`src/rtl/gen_proc_pkg.sv`:
```
// Shared types and helpers for the generic processing datapath controllers.
package gen_proc_pkg;

  typedef enum logic [1:0] {
    WR_IDLE  = 2'd0,
    WR_ISSUE = 2'd1,
    WR_DRAIN = 2'd2,
    WR_DONE  = 2'd3
  } t_wr_ctrl_state;

  localparam int unsigned CL_BYTE_IDX_BITS = 6;
  // Wide enough that a zero-extended 128-bit byte count plus rounding cannot overflow.
  localparam int unsigned LINE_CALC_W = 130;

  function automatic logic [LINE_CALC_W-1:0] bytes_to_lines(input logic [LINE_CALC_W-1:0] len_bytes);
    return (len_bytes + LINE_CALC_W'((64'd1 << CL_BYTE_IDX_BITS) - 64'd1)) >> CL_BYTE_IDX_BITS;
  endfunction

endpackage

```
`src/rtl/wr_credit_counter.sv`:
```
// Outstanding-line credit counter: +1 on issue, -N on acknowledge, same-cycle safe.
module wr_credit_counter #(
  parameter int unsigned MAX_CREDITS = 64,
  parameter int unsigned DEC_W       = 3
) (
  input  logic                          clk,
  input  logic                          rst_n,
  input  logic                          clr_i,
  input  logic                          inc_i,
  input  logic                          dec_valid_i,
  input  logic [DEC_W-1:0]              dec_n_i,
  output logic [$clog2(MAX_CREDITS):0]  count_o,
  output logic                          dec_ok_c,
  output logic                          dec_err_c
);

  localparam int unsigned CNT_W = $clog2(MAX_CREDITS) + 1;
  localparam int unsigned SUM_W = ((CNT_W > DEC_W) ? CNT_W : DEC_W) + 1;

  logic [CNT_W-1:0] count_q, count_d;
  logic [SUM_W-1:0] sum_c, dec_c;

  // An acknowledge larger than what is in flight is dropped, leaving only the increment.
  always_comb begin
    sum_c     = SUM_W'(count_q) + SUM_W'(inc_i);
    dec_c     = SUM_W'(dec_n_i);
    dec_err_c = dec_valid_i && (dec_c > sum_c);
    dec_ok_c  = dec_valid_i && !dec_err_c;
    count_d   = CNT_W'(sum_c);
    if (clr_i) begin
      count_d = '0;
    end else if (dec_ok_c) begin
      count_d = CNT_W'(sum_c - dec_c);
    end
  end

  always_ff @(posedge clk or negedge rst_n) begin
    if (!rst_n) begin
      count_q <= '0;
    end else begin
      count_q <= count_d;
    end
  end

  assign count_o = count_q;

endmodule

```
`src/rtl/buffer_to_mpf_wr_ctrl.sv`:
```
// Drains 512-bit lines from the write buffer into sequential CCI-P WrLine requests
// and waits for every line to be acknowledged before pulsing done.
module buffer_to_mpf_wr_ctrl
  import gen_proc_pkg::*;
#(
  parameter int unsigned CL_ADDR_W       = 42,
  parameter int unsigned LEN_W           = 64,
  parameter int unsigned MAX_OUTSTANDING = 64,
  parameter int unsigned MDATA_W         = 16
) (
  input  logic                 clk,
  input  logic                 rst,
  input  logic                 run,
  input  logic [LEN_W-1:0]     data_length,
  input  logic [CL_ADDR_W-1:0] first_clAddr,
  input  logic                 buffer_empty,
  output logic                 buffer_rd_enable,
  input  logic                 c1TxAlmFull,
  output logic                 wr_valid,
  output logic [CL_ADDR_W-1:0] wr_clAddr,
  output logic [MDATA_W-1:0]   wr_mdata,
  input  logic                 wr_rsp_valid,
  input  logic [2:0]           wr_rsp_lines,
  output logic                 busy,
  output logic                 done,
  output logic                 rsp_error
);

  localparam int unsigned LINES_W = LEN_W + 1;
  localparam int unsigned CNT_W   = $clog2(MAX_OUTSTANDING) + 1;

  t_wr_ctrl_state       state_q, state_d;
  logic [LINES_W-1:0]   total_q, total_d, issued_q, issued_d, acked_q, acked_d;
  logic [LINES_W-1:0]   run_lines_c;
  logic [CL_ADDR_W-1:0] base_q, base_d, addr_q, addr_d;
  logic [MDATA_W-1:0]   mdata_q, mdata_d;
  logic                 wr_valid_q, wr_valid_d;
  logic                 busy_q, busy_d, done_q, done_d, err_q, err_d;
  logic                 pop_c, run_ok_c, cnt_clr_c, rsp_active_c;
  logic                 dec_ok_c, dec_err_c;
  logic [CNT_W-1:0]     outstanding_c;

  assign run_lines_c  = LINES_W'(bytes_to_lines(LINE_CALC_W'(data_length)));
  assign rsp_active_c = wr_rsp_valid && (state_q != WR_IDLE);

  wr_credit_counter #(
    .MAX_CREDITS (MAX_OUTSTANDING),
    .DEC_W       (3)
  ) u_credit (
    .clk         (clk),
    .rst_n       (rst),
    .clr_i       (cnt_clr_c),
    .inc_i       (pop_c),
    .dec_valid_i (rsp_active_c),
    .dec_n_i     (wr_rsp_lines),
    .count_o     (outstanding_c),
    .dec_ok_c    (dec_ok_c),
    .dec_err_c   (dec_err_c)
  );

  // Next-state, pop decision and request datapath.
  always_comb begin
    state_d    = state_q;
    total_d    = total_q;
    issued_d   = issued_q;
    acked_d    = acked_q;
    base_d     = base_q;
    addr_d     = addr_q;
    mdata_d    = mdata_q;
    wr_valid_d = 1'b0;
    err_d      = err_q;
    pop_c      = 1'b0;
    run_ok_c   = 1'b0;
    cnt_clr_c  = 1'b0;

    if (dec_ok_c) begin
      acked_d = acked_q + LINES_W'(wr_rsp_lines);
    end

    case (state_q)
      WR_IDLE: begin
        if (run) begin
          run_ok_c  = 1'b1;
          cnt_clr_c = 1'b1;
          total_d   = run_lines_c;
          base_d    = first_clAddr;
          issued_d  = '0;
          acked_d   = '0;
          state_d   = (run_lines_c == '0) ? WR_DONE : WR_ISSUE;
        end
      end
      WR_ISSUE: begin
        pop_c = !buffer_empty && !c1TxAlmFull &&
                (outstanding_c < CNT_W'(MAX_OUTSTANDING)) && (issued_q < total_q);
        if (pop_c) begin
          wr_valid_d = 1'b1;
          addr_d     = base_q + CL_ADDR_W'(issued_q);
          mdata_d    = MDATA_W'(issued_q);
          issued_d   = issued_q + LINES_W'(1);
        end
        if (issued_q == total_q) begin
          state_d = WR_DRAIN;
        end
      end
      WR_DRAIN: begin
        if (acked_d == total_q) begin
          state_d = WR_DONE;
        end
      end
      WR_DONE: begin
        state_d = WR_IDLE;
      end
      default: begin
        state_d = WR_IDLE;
      end
    endcase

    if (run_ok_c) begin
      err_d = 1'b0;
    end
    if (wr_rsp_valid && ((state_q == WR_IDLE) || dec_err_c)) begin
      err_d = 1'b1;
    end

    busy_d = (state_d == WR_ISSUE) || (state_d == WR_DRAIN);
    done_d = (state_d == WR_DONE);
  end

  always_ff @(posedge clk or negedge rst) begin
    if (!rst) begin
      state_q    <= WR_IDLE;
      total_q    <= '0;
      issued_q   <= '0;
      acked_q    <= '0;
      base_q     <= '0;
      addr_q     <= '0;
      mdata_q    <= '0;
      wr_valid_q <= 1'b0;
      busy_q     <= 1'b0;
      done_q     <= 1'b0;
      err_q      <= 1'b0;
    end else begin
      state_q    <= state_d;
      total_q    <= total_d;
      issued_q   <= issued_d;
      acked_q    <= acked_d;
      base_q     <= base_d;
      addr_q     <= addr_d;
      mdata_q    <= mdata_d;
      wr_valid_q <= wr_valid_d;
      busy_q     <= busy_d;
      done_q     <= done_d;
      err_q      <= err_d;
    end
  end

  assign buffer_rd_enable = pop_c;
  assign wr_valid         = wr_valid_q;
  assign wr_clAddr        = addr_q;
  assign wr_mdata         = mdata_q;
  assign busy             = busy_q;
  assign done             = done_q;
  assign rsp_error        = err_q;

endmodule

```
`config.mk`:
```
export PLATFORM = sky130hd
export DESIGN_NAME = buffer_to_mpf_wr_ctrl
export DESIGN_NICKNAME = d
export VERILOG_FILES = /design/src/rtl/gen_proc_pkg.sv /design/src/rtl/wr_credit_counter.sv /design/src/rtl/buffer_to_mpf_wr_ctrl.sv
export SDC_FILE = /design/constraint.sdc
export NUM_CORES = 1
export LEC_CHECK = 0
export BUFFER_PORTS_ARGS = -buffer_cell sky130_fd_sc_hd__buf_2
export CORE_MARGIN = 2
export CORE_UTILIZATION = 40
export DETAILED_ROUTE_END_ITERATION = 10
export PLACE_DENSITY = 0.68
export SKIP_LAST_GASP = 1
export SYNTH_ARGS = -nofsm -noshare
export SYNTH_HDL_FRONTEND = slang
export SYNTH_SLANG_ARGS = --single-unit
```
`constraint.sdc`:
```
create_clock -name clk -period 9.3 [get_ports clk]
set_input_delay 1.395 -clock clk [delete_from_list [all_inputs] [get_ports clk]]
set_output_delay 1.395 -clock clk [all_outputs]
set_load 0.05 [all_outputs]
```
---- Word level (Yosys, flattened, before mapping) ----
Index checks and enable logic that the tools add are counted.
word-level totals
  register bits ........................... 308
  input bits .............................. 115
  output and inout bits ................... 63
  logic and storage cells ................. 71
operators by class
  add/subtract/negate cells ............... 6
  magnitude comparators ................... 3
  equality and inequality tests ........... 10
  muxes and demuxes ....................... 20
  reductions and logical operators ........ 20
operators with widths
  kind                                                                   count
  65-bit 2-to-1 mux                                                      5
  65-bit equality test                                                   2
  65-bit one-hot mux with 2 select lines                                 1
  64-bit by 6-bit adder with 65-bit output, second input constant        1
  65-bit by 1-bit adder with 65-bit output, second input constant        1
  65-bit by 3-bit adder with 65-bit output                               1
  65-bit zero test                                                       1
  65-bit less-than comparator                                            1
  42-bit adder                                                           1
  7-bit 2-to-1 mux                                                       2
  7-bit by 1-bit adder with 8-bit output                                 1
  2-bit equality test, second input constant                             4
  3-bit by 8-bit > comparator with 1-bit output                          1
  2-bit 2-to-1 mux                                                       4
  2-bit one-hot mux with 4 select lines                                  1
  1-bit logical AND                                                      7
  7-bit less-than comparator, second input constant                      1
  1-bit 2-to-1 mux                                                       7
  7-bit by 3-bit subtractor with 7-bit output                            1
  2-bit nonzero test                                                     3
  2-bit by 1-bit equality test with 1-bit output, second input constant  2
  2-bit inequality test, second input constant                           2
  2-bit AND reduction                                                    2
  1-bit zero test                                                        3
  3 further kinds                                                        4

---- Depth between registers and ports, before layout ----
Gate-level depths: netlist of the first run.
  depth in word-level cells ............... 16
  gate-level depth with buffers ........... 34
  depth with buffers taken out ............ 28

---- By module ----
Synthesis of the first run repeated with hierarchy kept, for this count alone.
unflattened totals
  cell total of the unflattened synthesis .. 2373
  area total of the unflattened synthesis .. 20195.6 um^2
modules (own cells, without submodules)
  module                 times used  cells an instance  area an instance (um^2)  seq. area each (um^2)
  buffer_to_mpf_wr_ctrl  1           2291               19463.7                  7382.1
  wr_credit_counter      1           82                 732.0                    175.2

---- Worst setup path before layout of the first run ----
OpenSTA, ideal clock, no wires.
  path type ............................... input port to flip-flop
  start ................................... input port buffer_empty
  end ..................................... register busy_q, in the netlist busy
  library setup time ...................... 0.126 ns
  data arrival time ....................... 7.425 ns
  data required time ...................... 9.174 ns
  path slack .............................. 1.749 ns
  stages .................................. 25
  buffers on the path ..................... 5
  cells stage by stage .................... or4_1 > a2111oi_0 > nand2_1 > or2_1 > clkbuf_1 > inv_2 > buf_2 > buf_1 > ha_1 > ha_1 > xnor2_1 > inv_1 > ha_1 > o21ai_0 > a21oi_2 > buf_2 > clkbuf_1 > nor4_1 > a2111oi_0 > nand4_1 > or4_1 > nor4_1 > nand4_1 > o211ai_1 > ha_1
on the way
  word-level cells in the longest chain between the ends .. 16
  elaborated cells on any way between the ends .. 17
  those cells by class .................... 1 x add/sub; 1 x order compare; 3 x eq/ne; 4 x mux; 8 x reduce/logical
RTL lines
  what                                                                                   RTL line                      RTL
  from (decl)                                                                            buffer_to_mpf_wr_ctrl.sv:16   input logic buffer_empty,
  1-bit zero test *                                                                      buffer_to_mpf_wr_ctrl.sv:93   pop_c = !buffer_empty && !c1TxAlmFull &&
  1-bit logical AND * (2 in series)                                                      buffer_to_mpf_wr_ctrl.sv:93
  1-bit logical AND *                                                                    buffer_to_mpf_wr_ctrl.sv:94   (outstanding_c < CNT_W'(MAX_OUTSTANDING)) && (issued_q < total_q);
  1-bit 2-to-1 mux *                                                                     buffer_to_mpf_wr_ctrl.sv:80   case (state_q)
  via buffer_rd_enable                                                                   buffer_to_mpf_wr_ctrl.sv:17   output logic buffer_rd_enable,
  7-bit by 1-bit adder with 8-bit output *                                               wr_credit_counter.sv:25       sum_c = SUM_W'(count_q) + SUM_W'(inc_i);
  3-bit by 8-bit > comparator with 1-bit output *                                        wr_credit_counter.sv:27       dec_err_c = dec_valid_i && (dec_c > sum_c);
  1-bit logical AND *                                                                    wr_credit_counter.sv:27
  (+2 left out)                                                                          --
  65-bit 2-to-1 mux *                                                                    buffer_to_mpf_wr_ctrl.sv:76   if (dec_ok_c) begin
  65-bit equality test *                                                                 buffer_to_mpf_wr_ctrl.sv:106  if (acked_d == total_q) begin
  2-bit 2-to-1 mux *                                                                     buffer_to_mpf_wr_ctrl.sv:106
  2-bit one-hot mux with 4 select lines *                                                buffer_to_mpf_wr_ctrl.sv:80
  via state_d[0]                                                                         buffer_to_mpf_wr_ctrl.sv:32   t_wr_ctrl_state state_q, state_d;
  2-bit by 1-bit equality test with 1-bit output or 2-bit equality test (tied branches)  buffer_to_mpf_wr_ctrl.sv:125  busy_d = (state_d == WR_ISSUE) || (state_d == WR_DRAIN);
  1-bit logical OR *                                                                     buffer_to_mpf_wr_ctrl.sv:125
  via busy_d                                                                             buffer_to_mpf_wr_ctrl.sv:38   logic busy_q, busy_d, done_q, done_d, err_q, err_d;
  to (signal assigned)                                                                   buffer_to_mpf_wr_ctrl.sv:151  busy_q <= busy_d;
  to (decl)                                                                              buffer_to_mpf_wr_ctrl.sv:38
Mark *: on every way through the listed nets, which the timed path passes. The rest lies on a longest branch.
A chain may end at the register's enable or synchronous reset.

---- Worst setup path after layout of the first run ----
  start ................................... register total_q[38]
  end ..................................... register busy_q, in the netlist busy
on the way
  word-level cells in the longest chain between the ends .. 14
  elaborated cells on any way between the ends .. 17
  those cells by class .................... 1 x add/sub; 2 x order compare; 4 x eq/ne; 5 x mux; 5 x reduce/logical
RTL lines
  what                                                                                   RTL line                      RTL
  from (decl)                                                                            buffer_to_mpf_wr_ctrl.sv:33   logic [LINES_W-1:0] total_q, total_d, issued_q, issued_d, acked_q, acked_d;
  from (signal assigned)                                                                 buffer_to_mpf_wr_ctrl.sv:144  total_q <= total_d;
  65-bit less-than comparator                                                            buffer_to_mpf_wr_ctrl.sv:94
  1-bit logical AND                                                                      buffer_to_mpf_wr_ctrl.sv:94
  1-bit 2-to-1 mux                                                                       buffer_to_mpf_wr_ctrl.sv:80
  7-bit by 1-bit adder with 8-bit output                                                 wr_credit_counter.sv:25
  3-bit by 8-bit > comparator with 1-bit output                                          wr_credit_counter.sv:27
  1-bit logical AND                                                                      wr_credit_counter.sv:27
  1-bit zero test                                                                        wr_credit_counter.sv:28       dec_ok_c = dec_valid_i && !dec_err_c;
  1-bit logical AND                                                                      wr_credit_counter.sv:28
  65-bit 2-to-1 mux                                                                      buffer_to_mpf_wr_ctrl.sv:76
  65-bit equality test                                                                   buffer_to_mpf_wr_ctrl.sv:106
  2-bit 2-to-1 mux                                                                       buffer_to_mpf_wr_ctrl.sv:106
  2-bit one-hot mux with 4 select lines *                                                buffer_to_mpf_wr_ctrl.sv:80
  via state_d[0]                                                                         buffer_to_mpf_wr_ctrl.sv:32
  2-bit by 1-bit equality test with 1-bit output or 2-bit equality test (tied branches)  buffer_to_mpf_wr_ctrl.sv:125
  1-bit logical OR *                                                                     buffer_to_mpf_wr_ctrl.sv:125
  via busy_d                                                                             buffer_to_mpf_wr_ctrl.sv:38
Marked as above.

==> results of run 1 <==
-- sequential cells by signal (all words and copies together) (netlist names) --
register	count
acked_q	65
wr_mdata	16
wr_valid	1
busy	1
wr_clAddr	42
total_q	59
rsp_error	1
base_q	42
u_credit.count_o	7
state_q	2
issued_q	65
done	1
-- synth_stat cells (all sizes together) (5+ instances only) --
cell / count / area [um2]
nand2b: 27 / 169
a2111oi: 20 / 226
inv: 107 / 402
xor2: 98 / 858
a31oi: 28 / 175
nor3: 53 / 275
and3: 35 / 219
o211ai: 12 / 90.1
buf: 28 / 131
or2: 6 / 37.5
nor2: 202 / 758
a221oi: 5 / 43.8
nand2: 419 / 1570
o21bai: 7 / 52.6
or4: 19 / 143
o21a: 7 / 52.6
o31ai: 13 / 111
nor4b: 5 / 50.0
mux2i: 8 / 80.1
a21o: 47 / 353
a21oi: 91 / 459
nand3: 91 / 460
ha: 113 / 1410
nor4: 42 / 305
xnor2: 145 / 1270
and2: 26 / 163
o2111ai: 10 / 87.6
nand4: 77 / 494
dfrtp: 302 / 7560
o21ai: 160 / 805
a211oi: 17 / 128
o22ai: 5 / 31.3
nor2b: 19 / 119
nor3b: 6 / 45.0
and4: 18 / 158
clkbuf: 72 / 270
or3: 16 / 100
-- layer usage --
layer | up-vias | track usage [%] | wire length [um]
li1 | 8821 | - | -
met1 | 8931 | 34.8 | 30300
met2 | 551 | 43.2 | 32300
met3 | 135 | 3.75 | 3760
met4 | 0 | 11.3 | 2950
met5 | - | 0 | 0
-- cell families (layout without fill, tap and decap cells) --
kind of cell	after synthesis	in the layout	share of synthesized area [%]
compound gates	470	470	15.1
xor+xnor	243	243	10.5
fa+ha+maj	116	116	7.26
buf+inv	207	368	3.96
flops	302	302	37.2
mux	11	11	0.561
other cells	0	1	0
simple gates	1071	1071	25.4
-- layout make-up --
type                       instances  area [um2]  area share [%]
antenna                            1        2.50          0.0109
timing repair buffer             196        1040            4.51
inverter                         107         402            1.75
clock inverter                    22         234            1.02
tap                              672         841            3.65
sequential                       302        7560            32.8
multi-input combinational       1911       12000            51.9
clock buffer                      43         988            4.29
-- final timing paths --
check	startpoint	end	slack, ps
worst min-delay path	wr_mdata[5]$_DFFE_PN0P_	wr_mdata[5]$_DFFE_PN0P_	470
min in group asynchronous	rst	base_q[6]$_DFFE_PN0P_	970
worst max register to register	total_q[38]$_DFFE_PN0P_	busy$_DFF_PN0_	1530
worst min register to register	wr_mdata[5]$_DFFE_PN0P_	wr_mdata[5]$_DFFE_PN0P_	470
worst max-delay path	total_q[38]$_DFFE_PN0P_	busy$_DFF_PN0_	1530
max in group asynchronous	rst	acked_q[17]$_DFF_PN0_	6800
-- power groups by stage --
| stage | Clock, mW | Combinational [mW] | Sequential (mW) |
|---|---|---|---|
| after detailed placement | 0 | 1.93 | 1.93 |
| after global routing | 1.56 | 2.12 | 1.95 |
| after CTS | 1.51 | 1.94 | 1.91 |
| after floorplan | 0 | 1.03 | 2.13 |
| after global placement | 0 | 1.91 | 1.92 |
| final | 1.49 | 1.94 | 1.92 |
-- worst max-delay path, cell delays in order (launching register included) --
cell and delay, ps:
dfrtp_1 430, inv_1 110, ha_1 320, a21o_1 180
a21o_1 170, a21oi_1 160, nor2_1 60, a2111o_1 380
a2111oi_1 410, a31oi_1 260, or2_4 350, inv_2 140
ha_1 220, ha_1 230, xnor2_1 180, inv_1 70
ha_1 360, o21ai_0 210, a21oi_4 510, a21oi_1 430
and3_1 340, a2111oi_0 470, nand4_1 290, or4_1 530
nor4_1 280, nand4_1 130, o211ai_1 150, ha_1 270
==> impl_metrics.json, run 1 <==
{
  "run_status": "completed",
  "synth_nets": 2651,
  "drc": 0,
  "postLayoutCoreUtil_pct": 46.0,
  "post_cts_buffers": 0,
  "synth_edf_count": 0,
  "power_density_nw_per_um2": 232,
  "grt_pass1_wl_um": 108000,
  "ios": 178,
  "r2r_cells": 27,
  "synthFlopType": "dfrtp_1",
  "end_kind": "flop",
  "cts_resized": 0,
  "track_usage_pct": 26.4,
  "setup_viol": 0,
  "tritoncts.num_buffers": 36,
  "final_common_cell": "nand2_1",
  "worstPathRequired_ps": 9740,
  "fin_worst_skew_ps": 19.4,
  "finalHoldWorstSlack_ps": 475,
  "fp.dieW_um": 229,
  "clkSinkCount": 302,
  "cts_root_buf": "clkbuf_16",
  "fin_cells": 3254,
  "drt_wl_total_um": 69300,
  "fin_area_um2": 23000,
  "gp_congestion": 0.992,
  "drt-vias-per-instance": 5.67,
  "cts_tree": "yes",
  "hold_viol_final": 0,
  "syn2layout_area_growth_pct": 13.4,
  "syn_inst": 2420,
  "mostFrequentLayoutCells": "nand2_1, dfrtp_1, nor2_1",
  "grt_max_degree": 132,
  "clk_latency_ps": 560,
  "cp_max_fo": 14,
  "antenna_found_initial": 1,
  "min_path_type": "flop to flop",
  "ir_drop_mv": 0.136,
  "place_area_um2": 21800,
  "worst-slew-pin-transition_ps": 1220,
  "seq_power_share_pct": 35.9,
  "fin_tns_setup_ps": 0,
  "std_cell_rows": 82,
  "async_flop_share_pct": 100,
  "dp.cells": 3188,
  "clockBufferDepth": 3,
  "ys_seq_elements": 302,
  "cts.clk_slew.worst_paths_ps": 60,
  "min_path_cells": 2,
  "via_count": 18438,
  "pwr-share-clk_pct": 27.8,
  "die_height_um": 229,
  "finish.net_count": 2785,
  "nFillCells": 4974,
  "relSlewSlack_pct": 16.7,
  "synth_area_um2": 20300,
  "min_period_ps": 7770,
  "startpoint_type": "flop",
  "cp.arrival_ps": 8210,
  "power.total_mw": 5.34,
  "io_buffer_count": 177,
  "start_util_pct": 40.5,
  "synth_sequential_area_ratio_pct": 37.2,
  "drv_cap": 0,
  "drive_gt1_share_pct": 11.3,
  "core_area_um2": 50100,
  "finalWorstSetupSlack_ps": 1530,
  "cts_hold_buf": 0,
  "h-tree-depth": 2,
  "wl_per_cell_um": 21.3,
  "internal_power_mw": 3.07,
  "grt-ovfl-total": 0,
  "fin_crit_sh_pct": 83.5,
  "ant_nets": 0,
  "p_leak_nw": 10.6,
  "worst-setup-path-type": "flop to flop",
  "slew_viol_final": 0,
  "p_sw_share_pct": 42.5,
  "drt_iter0_drc": 1417,
  "pre_cts_slack_ps": 1570,
  "fmax_mhz": 129,
  "dp_hpwl_um": 52700,
  "rsz0062_at_grt": "false",
  "die-area_um2": 52500,
  "grt_pass1_vias": 18310,
  "pwr-share-comb_pct": 36.3,
  "p_sw_mw": 2.27,
  "drt-pass1-iter-count": 5,
  "post_synth.cell_area_avg_um2": 8.39,
  "yosys_warnings": 0,
  "synth_cell_types": 86
}
No activity file was read; power rests on OpenSTA's default activity.
==> run 2, diff against run 1 <==
==> constraint.sdc (replaced) <==
create_clock -name clk -period 8.05 [get_ports clk]
set_input_delay 1.2075 -clock clk [delete_from_list [all_inputs] [get_ports clk]]
set_output_delay 1.2075 -clock clk [all_outputs]
set_load 0.05 [all_outputs]
==> impl_metrics.json, run 2 (synthesis gave the netlist of run 1 again) <==
{
  "run_status": "completed",
  "nFillCells": 4924,
  "relSlewSlack_pct": 16.1,
  "clkSinkCount": 302,
  "post_cts_buffers": 0,
  "rsz0062_at_grt": "false",
  "min_period_ps": 7530,
  "drc": 0,
  "reg2reg_slack_ps": 520,
  "die_height_um": 229,
  "cts_hold_buf": 0,
  "antenna_found_initial": 4,
  "dp_hpwl_um": 54200,
  "clk_latency_ps": 560,
  "gp_congestion": 0.982,
  "fp.dieW_um": 229,
  "tritoncts.num_buffers": 38,
  "h-tree-depth": 2,
  "worst-slew-pin-transition_ps": 1230,
  "r2r_cells": 27,
  "p_leak_nw": 10.7,
  "drt_wl_total_um": 71500,
  "ir_drop_mv": 0.158,
  "end_kind": "flop",
  "startpoint_type": "flop",
  "drive_gt1_share_pct": 11.8,
  "cts_resized": 0,
  "drt-vias-per-instance": 5.73,
  "core_area_um2": 50100,
  "worstPathRequired_ps": 8490,
  "io_buffer_count": 177,
  "syn2layout_area_growth_pct": 14.3,
  "reg2reg_to": "busy$_DFF_PN0_",
  "cts.clk_slew.worst_paths_ps": 60,
  "grt-ovfl-total": 0,
  "drt_iter0_drc": 1749,
  "slew_viol_final": 0,
  "track_usage_pct": 27.1,
  "ios": 178,
  "min_path_type": "flop to flop",
  "ant_nets": 0,
  "drt-pass1-iter-count": 6,
  "std_cell_rows": 82,
  "pre_cts_slack_ps": 729,
  "fin_tns_setup_ps": 0,
  "r2r-start": "total_q[42]$_DFFE_PN0P_",
  "fin_crit_sh_pct": 93.6,
  "worst-setup-path-type": "flop to flop",
  "clockBufferDepth": 3,
  "fin_worst_skew_ps": 18.4,
  "multiInputGateArea_um2": 11900,
  "drv_cap": 0,
  "cts_tree": "yes",
  "grt_max_degree": 163,
  "reg_top3": "acked_q x65, issued_q x65, total_q x59",
  "die-area_um2": 52500,
  "fmax_mhz": 133,
  "start_util_pct": 40.5,
  "finalWorstSetupSlack_ps": 519,
  "cp.arrival_ps": 7980,
  "wl_per_cell_um": 21.8,
  "power.total_mw": 6.23,
  "worstSetupEndpoint": "busy$_DFF_PN0_",
  "setup_viol": 0,
  "hold_viol_final": 0,
  "finish.net_count": 2810,
  "cts_root_buf": "clkbuf_16",
  "startpoint": "total_q[42]$_DFFE_PN0P_",
  "cp_max_fo": 12,
  "mostFrequentLayoutCells": "nand2_1, dfrtp_1, nor2_1",
  "grt_pass1_wl_um": 110000,
  "power_density_nw_per_um2": 268,
  "seq_area_um2": 7560,
  "final_common_cell": "nand2_1",
  "grt_pass1_vias": 18437,
  "via_count": 18797
}
[run 2: changes by cell type in the layout (fill, tap and decap cells not counted), sizes merged]
cell | previous run | this run
buf | 196 | 219
clkbuf | 43 | 54
clkinv | 14 | 6
diode | 1 | 3
inv | 109 | 107
bufinv | 4 | 3
clkinvlp | 2 | 3
[run 2: metrics by stage]
step,cells,instance area [um2],hold slack (ps),utilization [%]
3_5_place_dp,3211,22000,461,43.9
6_report,3280,23200,472,46.3
2_1_floorplan,2420,20300,445,-
4_1_cts,3277,23200,474,46.3
5_1_grt,3277,23200,498,46.3
3_3_place_gp,3211,22000,457,43.9
[run 2: final cells by class]
cell class,count,share of cell area [%]
clock inverter,12,0.663
timing repair buffer,219,5.27
multi-input combinational,1911,51.5
inverter,107,1.73
tap,672,3.62
sequential,302,32.6
clock buffer,54,4.62
antenna,3,0.0324
[run 2: worst min path at each step]
stage                               from                        end  cells past startpoint
3_5_place_dp   wr_clAddr[11]$_DFFE_PN0P_  wr_clAddr[11]$_DFFE_PN0P_                      1
6_report         wr_mdata[7]$_DFFE_PN0P_    wr_mdata[7]$_DFFE_PN0P_                      2
4_1_cts        wr_clAddr[11]$_DFFE_PN0P_  wr_clAddr[11]$_DFFE_PN0P_                      1
3_3_place_gp   wr_clAddr[11]$_DFFE_PN0P_  wr_clAddr[11]$_DFFE_PN0P_                      1
2_1_floorplan   issued_q[63]$_DFFE_PN0P_   issued_q[63]$_DFFE_PN0P_                      1
5_1_grt        wr_clAddr[11]$_DFFE_PN0P_  wr_clAddr[11]$_DFFE_PN0P_                      1
[run 2: where the power goes]
part	switching (mW)	total [mW]	internal, mW
sequential	0.328	2.17	1.84
combinational	1.61	2.34	0.734
clock	0.693	1.71	1.02
total	2.63	6.23	3.60
[run 2: routing by layer]
metal  GRT usage, %  routed length [um]  vias to the layer above
li1               -                   -                     8857
met1           35.2               30000                     9189
met2           44.1               33700                      597
met3           4.37                4250                      154
met4           12.7                3510                        0
met5              0                   0                        -
[run 2: critical path, stage by stage, from the launching register on]
cell and delay [ps]:
dfrtp_1 400, inv_1 80, ha_1 310, a21o_1 180, a21o_1 170, a21oi_1 130
o21ai_1 80, a2111o_1 450, a2111oi_1 430, a31oi_1 220, or2_4 300, inv_2 70
ha_1 200, ha_1 220, xnor2_1 180, inv_1 80, ha_1 360, o21ai_0 170
a21oi_2 620, a21oi_1 190, and3_1 240, a2111oi_0 430, nand4_1 360, or4_1 600
nor4_1 380, nand4_1 140, o211ai_1 160, ha_1 280
==> run 3, diff against run 2 <==
--- a/config.mk
+++ b/config.mk
@@ -5,9 +5,11 @@
 export SDC_FILE = /design/constraint.sdc
 export NUM_CORES = 1
 export LEC_CHECK = 0
+export ABC_AREA = 1
 export BUFFER_PORTS_ARGS = -buffer_cell sky130_fd_sc_hd__buf_2
 export CORE_MARGIN = 2
 export CORE_UTILIZATION = 40
+export CTS_CLUSTER_DIAMETER = 150
 export DETAILED_ROUTE_END_ITERATION = 10
 export PLACE_DENSITY = 0.68
 export SKIP_LAST_GASP = 1
==> impl_metrics.json, run 3 <==
{
  "run_status": "completed",
  "start_util_pct": 40.3,
  "mostFrequentLayoutCells": "nand2_1, nor2_1, inv_1",
  "slew_viol_final": 0,
  "std_cell_rows": 88,
  "grt_pass1_wl_um": 133000,
  "yosysMostFrequentCell": "nand2_1",
  "setup_viol": 0,
  "fin_worst_skew_ps": 36.6,
  "wl_per_cell_um": 19.1,
  "synth_nets": 3820,
  "syn2layout_area_growth_pct": 12.6,
  "cp.arrival_ps": 6990,
  "fin_crit_sh_pct": 81.5,
  "io_buffer_count": 177,
  "finalWorstSetupSlack_ps": 1490,
  "worstPathRequired_ps": 8480,
  "clk_latency_ps": 580,
  "synth_cell_types": 46,
  "startpoint": "issued_q[54]$_DFFE_PN0P_",
  "synth_area_leaders": "dfrtp_1, nand2_1, nor2_1",
  "synth_sequential_area_ratio_pct": 32.6,
  "fp.dieW_um": 245,
  "clkSinkCount": 302,
  "min_period_ps": 6560,
  "cts_root_buf": "clkbuf_16",
  "post_cts_buffers": 0,
  "end_kind": "flop",
  "pwr-share-comb_pct": 48.9,
  "drt_iter0_drc": 2751,
  "final_common_cell": "nand2_1",
  "cts_tree": "yes",
  "seq_power_share_pct": 30.3,
  "grt_pass1_vias": 22574,
  "track_usage_pct": 28.6,
  "top_layer": "met4",
  "min_path_type": "flop to flop",
  "hp-start": "wr_clAddr[11]$_DFFE_PN0P_",
  "drt_wl_total_um": 86400,
  "cpPeakStageDelay_ps": 460,
  "wl_met2_um": 36500,
  "n_antenna_cell": 0,
  "internal_power_mw": 4.32,
  "yosys-top-cells-count": "nand2_1, nor2_1, inv_1, dfrtp_1, nand3_1",
  "place_area_um2": 24800,
  "die-area_um2": 59900,
  "tritoncts.num_buffers": 36,
  "pwr-share-clk_pct": 20.7,
  "pre_cts_slack_ps": 1740,
  "crit_path_frequent_cell": "nand2_1",
  "drt-vias-per-instance": 5.38,
  "drt-pass1-iter-count": 8,
  "yosysTopAreaCell": "dfrtp_1",
  "clockBufferDepth": 3,
  "syn_inst": 3589,
  "finish.net_count": 3973,
  "cpMaxStageDelayCell": "dfrtp_1",
  "async_flop_share_pct": 100,
  "fmax_mhz": 152,
  "drive_gt1_share_pct": 7.30,
  "startpoint_type": "flop",
  "p_sw_share_pct": 49.9,
  "yosys_warnings": 0,
  "relSlewSlack_pct": 31.2,
  "r2r-start": "issued_q[54]$_DFFE_PN0P_",
  "die_height_um": 245,
  "post_synth.cell_area_avg_um2": 6.46,
  "ys_seq_elements": 302,
  "p_sw_mw": 4.31,
  "hold_viol_final": 0,
  "yosys.area.top_type_share_pct": 32.6,
  "ant_nets": 0,
  "cts_resized": 0,
  "fin_tns_setup_ps": 0,
  "ios": 178,
  "cts.clk_slew.worst_paths_ps": 70,
  "power_density_nw_per_um2": 330,
  "via_count": 24405,
  "reg_top3": "acked_q x65, issued_q x65, total_q x59",
  "power.total_mw": 8.63,
  "dp_hpwl_um": 68400,
  "drc": 0,
  "dr_wl_met3_um": 7350,
  "synthFlopType": "dfrtp_1",
  "fin_area_um2": 26100,
  "synth_edf_count": 0,
  "ir_drop_mv": 0.239,
  "wl_met1_um": 39800,
  "antenna_found_initial": 0,
  "grt-ovfl-total": 0,
  "synth_area_um2": 23200,
  "cp_max_fo": 44,
  "core_area_um2": 57500,
  "worst-slew-pin-transition_ps": 1030,
  "p_leak_nw": 12.5,
  "worst-setup-path-type": "flop to flop",
  "finalHoldWorstSlack_ps": 476,
  "grt_max_degree": 195,
  "rsz0062_at_grt": "false",
  "drv_cap": 0,
  "cts_hold_buf": 0,
  "h-tree-depth": 2,
  "gp_congestion": 1.04
}
==> run 3: metal layers <==
layer / global-route usage (%) / vias up
li1: - / 11889
met1: 42.0 / 11293
met2: 42.6 / 1063
met3: 5.15 / 160
met4: 8.39 / 0
met5: 0 / -
==> run 3: area by class of cell <==
| class | count | area (um2) |
|---|---|---|
| Fill cell | 6153 | 31400 |
| Multi-Input combinational cell | 2756 | 13600 |
| Sequential cell | 302 | 7560 |
| Inverter | 454 | 1700 |
| Clock buffer | 50 | 1040 |
| Timing Repair Buffer | 192 | 1030 |
| Tap cell | 765 | 957 |
| Clock inverter | 15 | 231 |
==> run 3: final timing paths <==
check / cells after the start / end / slack (ps)
worst max-delay path: 38 / busy$_DFF_PN0_ / 1490
worst min-delay path: 2 / wr_clAddr[11]$_DFFE_PN0P_ / 480
worst max register to register: 38 / busy$_DFF_PN0_ / 1490
worst min register to register: 2 / wr_clAddr[11]$_DFFE_PN0P_ / 480
max in group asynchronous: 2 / base_q[20]$_DFFE_PN0P_ / 6060
min in group asynchronous: 1 / acked_q[32]$_DFF_PN0_ / 610
==> run 3: worst max-delay path, delay by kind of cell (launching register included) <==
kind	cells	cell delay (ps)
compound gates	1	50
simple gates	28	3940
buf+inv	4	560
fa+ha+maj	5	1380
flops	1	460
==> run 3: power by group through the flow <==
| stage | Sequential [mW] | Clock [mW] | Combinational [mW] |
|---|---|---|---|
| 5_1_grt | 2.66 | 1.87 | 4.64 |
| 6_report | 2.62 | 1.79 | 4.22 |
| 3_5_place_dp | 2.61 | 0 | 4.14 |
| 4_1_cts | 2.59 | 1.81 | 4.16 |
| 3_3_place_gp | 2.61 | 0 | 4.14 |
| 2_1_floorplan | 2.80 | 0 | 2.54 |
==> run 3: cells by family (layout without fill, tap and decap cells) <==
family                     Yosys count  count (layout)  synth area share (%)
buffers and inverters              531             711                  8.89
adders and majority gates          116             116                  6.36
DFF                                302             302                  32.6
and+or+nand+nor                   2142            2142                  38.5
AOI/OAI and AO/OA                  376             376                  8.96
muxes                               13              13                 0.567
xor gates and xnor gates           109             109                  4.12
==> run 3: stage by stage <==
stage          std cells  util, %
6_report            4534     45.5
5_1_grt             4534     45.5
4_1_cts             4534     45.5
3_5_place_dp        4469     43.2
3_3_place_gp        4469     43.2
2_1_floorplan       3589        -
